**src/rtl/key_pkg.sv**
```systemverilog
// Shared definitions for the key debounce block: per-channel FSM state
// encoding and a constant-function log2 used to size the hold counter.
package key_pkg;

  typedef enum logic [2:0] {
    ST_IDLE      = 3'd0,
    ST_PRESS_DB  = 3'd1,
    ST_PRESSED   = 3'd2,
    ST_LONG_HELD = 3'd3,
    ST_REL_DB    = 3'd4
  } key_state_t;

  // Ceiling log2, usable in parameter/localparam expressions.
  function automatic int clog2_f(input int value);
    int res;
    int v;
    res = 0;
    v   = value - 1;
    while (v > 0) begin
      res = res + 1;
      v   = v >> 1;
    end
    return res;
  endfunction

endpackage

```
**src/rtl/key_debounce_ch.sv**
```systemverilog
// One key channel: two-flop synchroniser, polarity normalisation, and the
// debounce / long-press FSM with its shared counter.
module key_debounce_ch
  import key_pkg::*;
#(
  parameter int DB_CYCLES      = 1_000_000,
  parameter int LONG_CYCLES    = 50_000_000,
  parameter bit KEY_ACTIVE_LOW = 1'b1,
  parameter int CNT_W          = clog2_f(LONG_CYCLES)
) (
  input  logic clk,
  input  logic rst_n,
  input  logic key_in,
  output logic key_level,
  output logic key_press,
  output logic key_release,
  output logic key_long
);

  // Pin level that means "not pressed"; the synchroniser resets to it.
  localparam logic REL_PIN = KEY_ACTIVE_LOW ? 1'b1 : 1'b0;
  localparam logic [CNT_W-1:0] DB_LAST   = CNT_W'(DB_CYCLES - 1);
  localparam logic [CNT_W-1:0] LONG_LAST = CNT_W'(LONG_CYCLES - 1);

  logic              sync1;
  logic              sync2;
  logic              pressed;
  key_state_t        state;
  logic [CNT_W-1:0]  cnt;
  logic              long_flag;
  logic              long_hit;

  // Bring the asynchronous pin into the clock domain.
  always_ff @(posedge clk or negedge rst_n) begin
    if (!rst_n) begin
      sync1 <= REL_PIN;
      sync2 <= REL_PIN;
    end else begin
      sync1 <= key_in;
      sync2 <= sync1;
    end
  end

  assign pressed = KEY_ACTIVE_LOW ? ~sync2 : sync2;

  // Debounce FSM; all outputs registered. long_hit marks the entry into
  // LONG_HELD and is re-registered into key_long, which places the long
  // pulse LONG_CYCLES+1 edges after key_press.
  always_ff @(posedge clk or negedge rst_n) begin
    if (!rst_n) begin
      state       <= ST_IDLE;
      cnt         <= '0;
      long_flag   <= 1'b0;
      long_hit    <= 1'b0;
      key_level   <= 1'b0;
      key_press   <= 1'b0;
      key_release <= 1'b0;
      key_long    <= 1'b0;
    end else begin
      key_press   <= 1'b0;
      key_release <= 1'b0;
      long_hit    <= 1'b0;
      key_long    <= long_hit;
      case (state)
        ST_IDLE: begin
          if (pressed) begin
            state <= ST_PRESS_DB;
            cnt   <= '0;
          end
        end
        ST_PRESS_DB: begin
          if (!pressed) begin
            state <= ST_IDLE;
          end else if (cnt == DB_LAST) begin
            state     <= ST_PRESSED;
            cnt       <= '0;
            key_level <= 1'b1;
            key_press <= 1'b1;
          end else begin
            cnt <= cnt + 1'b1;
          end
        end
        ST_PRESSED: begin
          if (!pressed) begin
            state <= ST_REL_DB;
            cnt   <= '0;
          end else if (cnt == LONG_LAST) begin
            state     <= ST_LONG_HELD;
            long_flag <= 1'b1;
            long_hit  <= 1'b1;
          end else begin
            cnt <= cnt + 1'b1;
          end
        end
        ST_LONG_HELD: begin
          // Counter frozen here so it can never wrap into a second long pulse.
          if (!pressed) begin
            state <= ST_REL_DB;
            cnt   <= '0;
          end
        end
        ST_REL_DB: begin
          if (pressed) begin
            // Release bounce: resume holding; the long count starts over.
            state <= long_flag ? ST_LONG_HELD : ST_PRESSED;
            cnt   <= '0;
          end else if (cnt == DB_LAST) begin
            state       <= ST_IDLE;
            cnt         <= '0;
            key_level   <= 1'b0;
            key_release <= 1'b1;
            long_flag   <= 1'b0;
          end else begin
            cnt <= cnt + 1'b1;
          end
        end
        default: begin
          state <= ST_IDLE;
          cnt   <= '0;
        end
      endcase
    end
  end

endmodule

```
**src/rtl/key_debounce.sv**
```systemverilog
// Key conditioning front end: NUM_KEYS independent debounce channels turning
// raw push-button pins into clean levels and press/release/long pulses.
module key_debounce
  import key_pkg::*;
#(
  parameter int NUM_KEYS       = 4,
  parameter int DB_CYCLES      = 1_000_000,
  parameter int LONG_CYCLES    = 50_000_000,
  parameter bit KEY_ACTIVE_LOW = 1'b1
) (
  input  logic                clk,
  input  logic                rst_n,
  input  logic [NUM_KEYS-1:0] key_in,
  output logic [NUM_KEYS-1:0] key_level,
  output logic [NUM_KEYS-1:0] key_press,
  output logic [NUM_KEYS-1:0] key_release,
  output logic [NUM_KEYS-1:0] key_long
);

  localparam int CNT_W = clog2_f(LONG_CYCLES);

  // Reject parameter sets the counter scheme cannot honour.
  generate
    if (DB_CYCLES < 2 || LONG_CYCLES <= DB_CYCLES) begin : g_bad_params
      $error("key_debounce: need DB_CYCLES >= 2 and LONG_CYCLES > DB_CYCLES");
    end
  endgenerate

  genvar i;
  generate
    for (i = 0; i < NUM_KEYS; i++) begin : g_ch
      key_debounce_ch #(
        .DB_CYCLES      (DB_CYCLES),
        .LONG_CYCLES    (LONG_CYCLES),
        .KEY_ACTIVE_LOW (KEY_ACTIVE_LOW),
        .CNT_W          (CNT_W)
      ) u_ch (
        .clk         (clk),
        .rst_n       (rst_n),
        .key_in      (key_in[i]),
        .key_level   (key_level[i]),
        .key_press   (key_press[i]),
        .key_release (key_release[i]),
        .key_long    (key_long[i])
      );
    end
  endgenerate

endmodule

```
**config.mk**
```make
export PLATFORM = sky130hd
export DESIGN_NAME = key_debounce
export DESIGN_NICKNAME = d
export VERILOG_FILES = /design/src/rtl/key_pkg.sv /design/src/rtl/key_debounce_ch.sv /design/src/rtl/key_debounce.sv
export SDC_FILE = /design/constraint.sdc
export NUM_CORES = 1
export LEC_CHECK = 0
export ABC_AREA = 0
export CAP_MARGIN = 20
export CORE_ASPECT_RATIO = 0.6
export CORE_MARGIN = 2
export CORE_UTILIZATION = 40
export CTS_CLUSTER_DIAMETER = 120
export DETAILED_ROUTE_END_ITERATION = 10
export HOLD_SLACK_MARGIN = 0.15
export MAX_ROUTING_LAYER = met4
export PLACE_DENSITY = 0.57
export SYNTH_ARGS = -nofsm -noshare
export SYNTH_HDL_FRONTEND = slang
export SYNTH_SLANG_ARGS = --single-unit
export TNS_END_PERCENT = 1
```
**constraint.sdc**
```tcl
create_clock -name clk -period 2.8 [get_ports clk]
set_input_delay 0.7 -clock clk [delete_from_list [all_inputs] [get_ports clk]]
set_output_delay 0.7 -clock clk [all_outputs]
set_load 0.01 [all_outputs]
```
==> flow_summary_export.csv <==
group,metric,value,unit
outcome,status,"finished clean",
power,p_per_area,596.2,nW/um2
logic_synthesis,synthSimpleGateAreaFrac,25.79,%
sta,min_period_over_period,98.40,%
logic_synthesis,synth_nets,937,
layout,final_cells,1220,
logic_synthesis,synth-edff-count,0,
placement,place_area,8869,um2
critical_path,crit_type,"reg2reg",
critical_path,r2r_cells,6,
global_routing,grt_max_degree,50,
clocking,ctsHoldBuffers,0,
critical_path,worstSetupEndpointType,"flip-flop",
sta,fin_setup_tns,0,ps
sta,drv_slew,0,
floorplan,die_area,22030,um2
power,total_power,5.638,mW
clocking,clk-insertion-delay-late,440,ps
sta,relSlewSlack,57.53,%
clocking,cts_tree,"built",
sta,worst_pin_slew,634.7,ps
logic_synthesis,yosysTopAreaCell,"dfrtp_1",
route,via_per_inst,5.869,
layout,area_growth,13.58,%
logic_synthesis,ys_async_sr_fraction,100.0,%
floorplan,start_util,41.18,%
logic_synthesis,ys_seq_area_share,44.60,%
sta,skew,9.260,ps
global_routing,globalRouteOverflowTotal,0,
flow_run,max_cap_viol_count,0,
placement,dp.cells,1188,
route,route.final.wire_length,20010,um
route,vias,7160,
critical_path,start_kind,"flip-flop",
global_routing,grt_first_pass_wirelength,34240,um
logic_synthesis,synth-seq-cells,148,
floorplan,num_rows,40,
critical_path,cp_slowest_cell,"or4_4",
critical_path,path_max_fanout,11,
clocking,cts_resized,0,
route,ant_nets,0,
critical_path,cp.required,3120,ps
min_path,min_path_type,"in2async",
logic_synthesis,synth_flop_cell,"dfrtp_1",
sta,fin_crit,2755,ps
global_routing,grtUsageTotal,20.03,%
logic_synthesis,syn_area,8327,um2
logic_synthesis,ys_warn_count,0,
layout,num_antenna_cells,0,
global_routing,grt_pass1_vias,6390,
clocking,cts-buffers-inserted,17,
layout,design_area,9458,um2
logic_synthesis,synth-xor-area-share,1.788,%
sta,final_hold_viol_count,0,
logic_synthesis,synth_cell_types,76,
sta,layout_setup_ws,44.67,ps
placement,place_congestion,0.8610,
sta,setup_viol,0,
placement,dpl.hpwl,13640,um
sta,grt_setup_unrepaired,"true",
critical_path,path_cells,"or4_4 -> or4_1 -> o211a_1 -> a211o_2 -> nor2b_4 -> a221o_1",
sta,timing.fmax,362.9,MHz
clocking,clk_pin_slew,70,ps
logic_synthesis,synth.avg_cell_area,8.982,um2
logic_synthesis,netlist_instances,927,
route,drt_pass1_iterations,4,
floorplan,io_pins,22,
logic_synthesis,synth_top_family_by_area,"simple AND/OR/NAND/NOR gates",
power,ir_drop,456.9,uV
placement,io_buffer_count,21,
placement,preCtsSetupSlack,67.42,ps
logic_synthesis,synth_adder_area_share,0.6011,%
critical_path,arrival,3080,ps
layout,fill_cells,1941,
critical_path,max_stage_delay,540,ps
layout,layout-drive-gt1-share,11.51,%
floorplan,die_x,190.3,um
logic_synthesis,synthMuxAreaShare,0.6461,%
critical_path,r2r_end,"g_ch[3].u_ch.cnt[7]$_DFFE_PN0P_",
route,wl_per_cell,16.40,um
logic_synthesis,synthTopCellsByArea,"dfrtp_1 (42%), nor2_1 (4.0%), a21oi_1 (3.5%), nand2_1 (3.2%), o21ai_0 (3.0%)",
logic_synthesis,synth_top_cell_area_share,42.07,%
route,drc,0,
clocking,cts_root_buffer,"clkbuf_16",
floorplan,core_area,20220,um2
route,initialDrtViolationCount,579,
clocking,cts.path.max_buffers,2,
logic_synthesis,synth-compound-area-share,21.25,%
clocking,cts.sinks,148,
power,p_leak,3.889,nW
critical_path,reg2reg_slack,40,ps
floorplan,die_y,115.8,um
layout,nets,944,
clocking,cts_max_level,4,
critical_path,r2r-start,"g_ch[3].u_ch.cnt[10]$_DFFE_PN0P_",
global_routing,grt_antenna_before_repair,0,
clocking,postCtsSetupRepairBufs,0,
## power breakdown
| part | internal (mW) | leakage, nW | total (mW) | switching (mW) |
|---|---|---|---|---|
| logic | 0.374 | 1.59 | 0.943 | 0.569 |
| clock network | 1.32 | 0.279 | 2.32 | 1.00 |
| registers | 2.24 | 2.02 | 2.37 | 0.133 |
| total | 3.94 | 3.89 | 5.64 | 1.70 |
## flip-flops by register name, indices dropped and copies added (netlist names)
register / flops
g_ch.u_ch.cnt: 104
g_ch.u_ch.key_level: 4
g_ch.u_ch.key_long: 4
g_ch.u_ch.key_press: 4
g_ch.u_ch.key_release: 4
g_ch.u_ch.long_flag: 4
g_ch.u_ch.long_hit: 4
g_ch.u_ch.state: 12
g_ch.u_ch.sync1: 4
g_ch.u_ch.sync2: 4
## cell usage in the layout (no fill, tap or decap), types with 15 or more instances in the layout
cell type        netlist  final
nand2_1               70     69
nand3_1               48     48
clkdlybuf4s50_1        0     20
a22o_1                17     17
and3_1                20     20
nor3_1                24     24
o31ai_1               15     15
buf_4                 17     36
xnor2_1               16     16
inv_1                 20     20
dfrtp_1              140    140
o21ai_0               50     50
a21o_1                23     23
clkbuf_16              0     17
or4_1                 18     17
a31oi_1               23     23
nor2_1                89     89
a21oi_1               58     58
nand4_1               29     29
## stage by stage
step | util, % | hold WS (ps)
final | 46.78 | 196.7
after global routing | 46.78 | 230.6
after CTS | 46.74 | 211.2
after detailed placement | 43.86 | 335.5
after global placement | 43.86 | 334.6
after floorplan | - | 331.2
## critical path: cells and delay by family, from the launching register on
family | cells | cell delay (ps)
AOI/OAI and AO/OA | 3 | 990
DFF | 1 | 380
and+or+nand+nor | 3 | 1270
## cell type report
type	count	area, um2	share of cell area, %
Clock buffer	18	429.2	4.538
Inverter	20	75.07	0.7938
Clock inverter	14	152.6	1.614
Tap cell	273	341.6	3.612
Sequential cell	148	3714	39.26
Timing Repair Buffer	61	561.8	5.940
Multi-Input combinational cell	686	4184	44.24
## metal layers
metal  track usage (%)  routed length [um]  vias up
met2             24.11                7712      212
met3             4.300                1179       17
met1             32.68               10940     3442
li1                  -                   -     3489
met4             4.134                 172        0
met5                 -                   0        -
## Yosys cell counts (7+ instances only)
cell      instances
dfstp_2           8
nor4_1           10
or4_1            18
nand2b_1         10
nor3_1           24
a21oi_1          58
o31ai_1          15
buf_2             7
clkbuf_1         42
nor4b_1          14
nand2_1          70
dfrtp_1         140
o21ai_0          50
o41ai_1          13
xnor2_1          16
and4_1            9
a21o_1           23
or2_2            10
a31oi_1          23
or3_1            13
inv_1            20
nor2_1           89
buf_4            17
and3_1           20
nand4_1          29
a22o_1           17
nand3_1          48
## kinds of logic (layout without fill, tap and decap cells)
kind of cell | count (synthesis) | in the layout
buf+inv | 93 | 113
mux | 5 | 5
fa+ha+maj | 4 | 4
xor+xnor | 17 | 17
compound gates | 263 | 263
flops | 148 | 148
simple gates | 397 | 397
## worst max-delay path by stage
stage / start / endpoint / slack (ps) / cells past startpoint
finish: g_ch[3].u_ch.cnt[10]$_DFFE_PN0P_ / g_ch[3].u_ch.cnt[7]$_DFFE_PN0P_ / 40 / 6
global route: g_ch[3].u_ch.cnt[10]$_DFFE_PN0P_ / g_ch[3].u_ch.cnt[7]$_DFFE_PN0P_ / -4 / 6
CTS: g_ch[3].u_ch.cnt[10]$_DFFE_PN0P_ / g_ch[3].u_ch.cnt[7]$_DFFE_PN0P_ / 20 / 6
detailed placement: g_ch[3].u_ch.cnt[10]$_DFFE_PN0P_ / g_ch[3].u_ch.cnt[7]$_DFFE_PN0P_ / 70 / 6
global placement: g_ch[3].u_ch.cnt[10]$_DFFE_PN0P_ / g_ch[3].u_ch.cnt[7]$_DFFE_PN0P_ / 100 / 6
floorplan: g_ch[3].u_ch.cnt[10]$_DFFE_PN0P_ / g_ch[3].u_ch.cnt[7]$_DFFE_PN0P_ / 190 / 7
No activity file was read; power rests on OpenSTA's default activity.
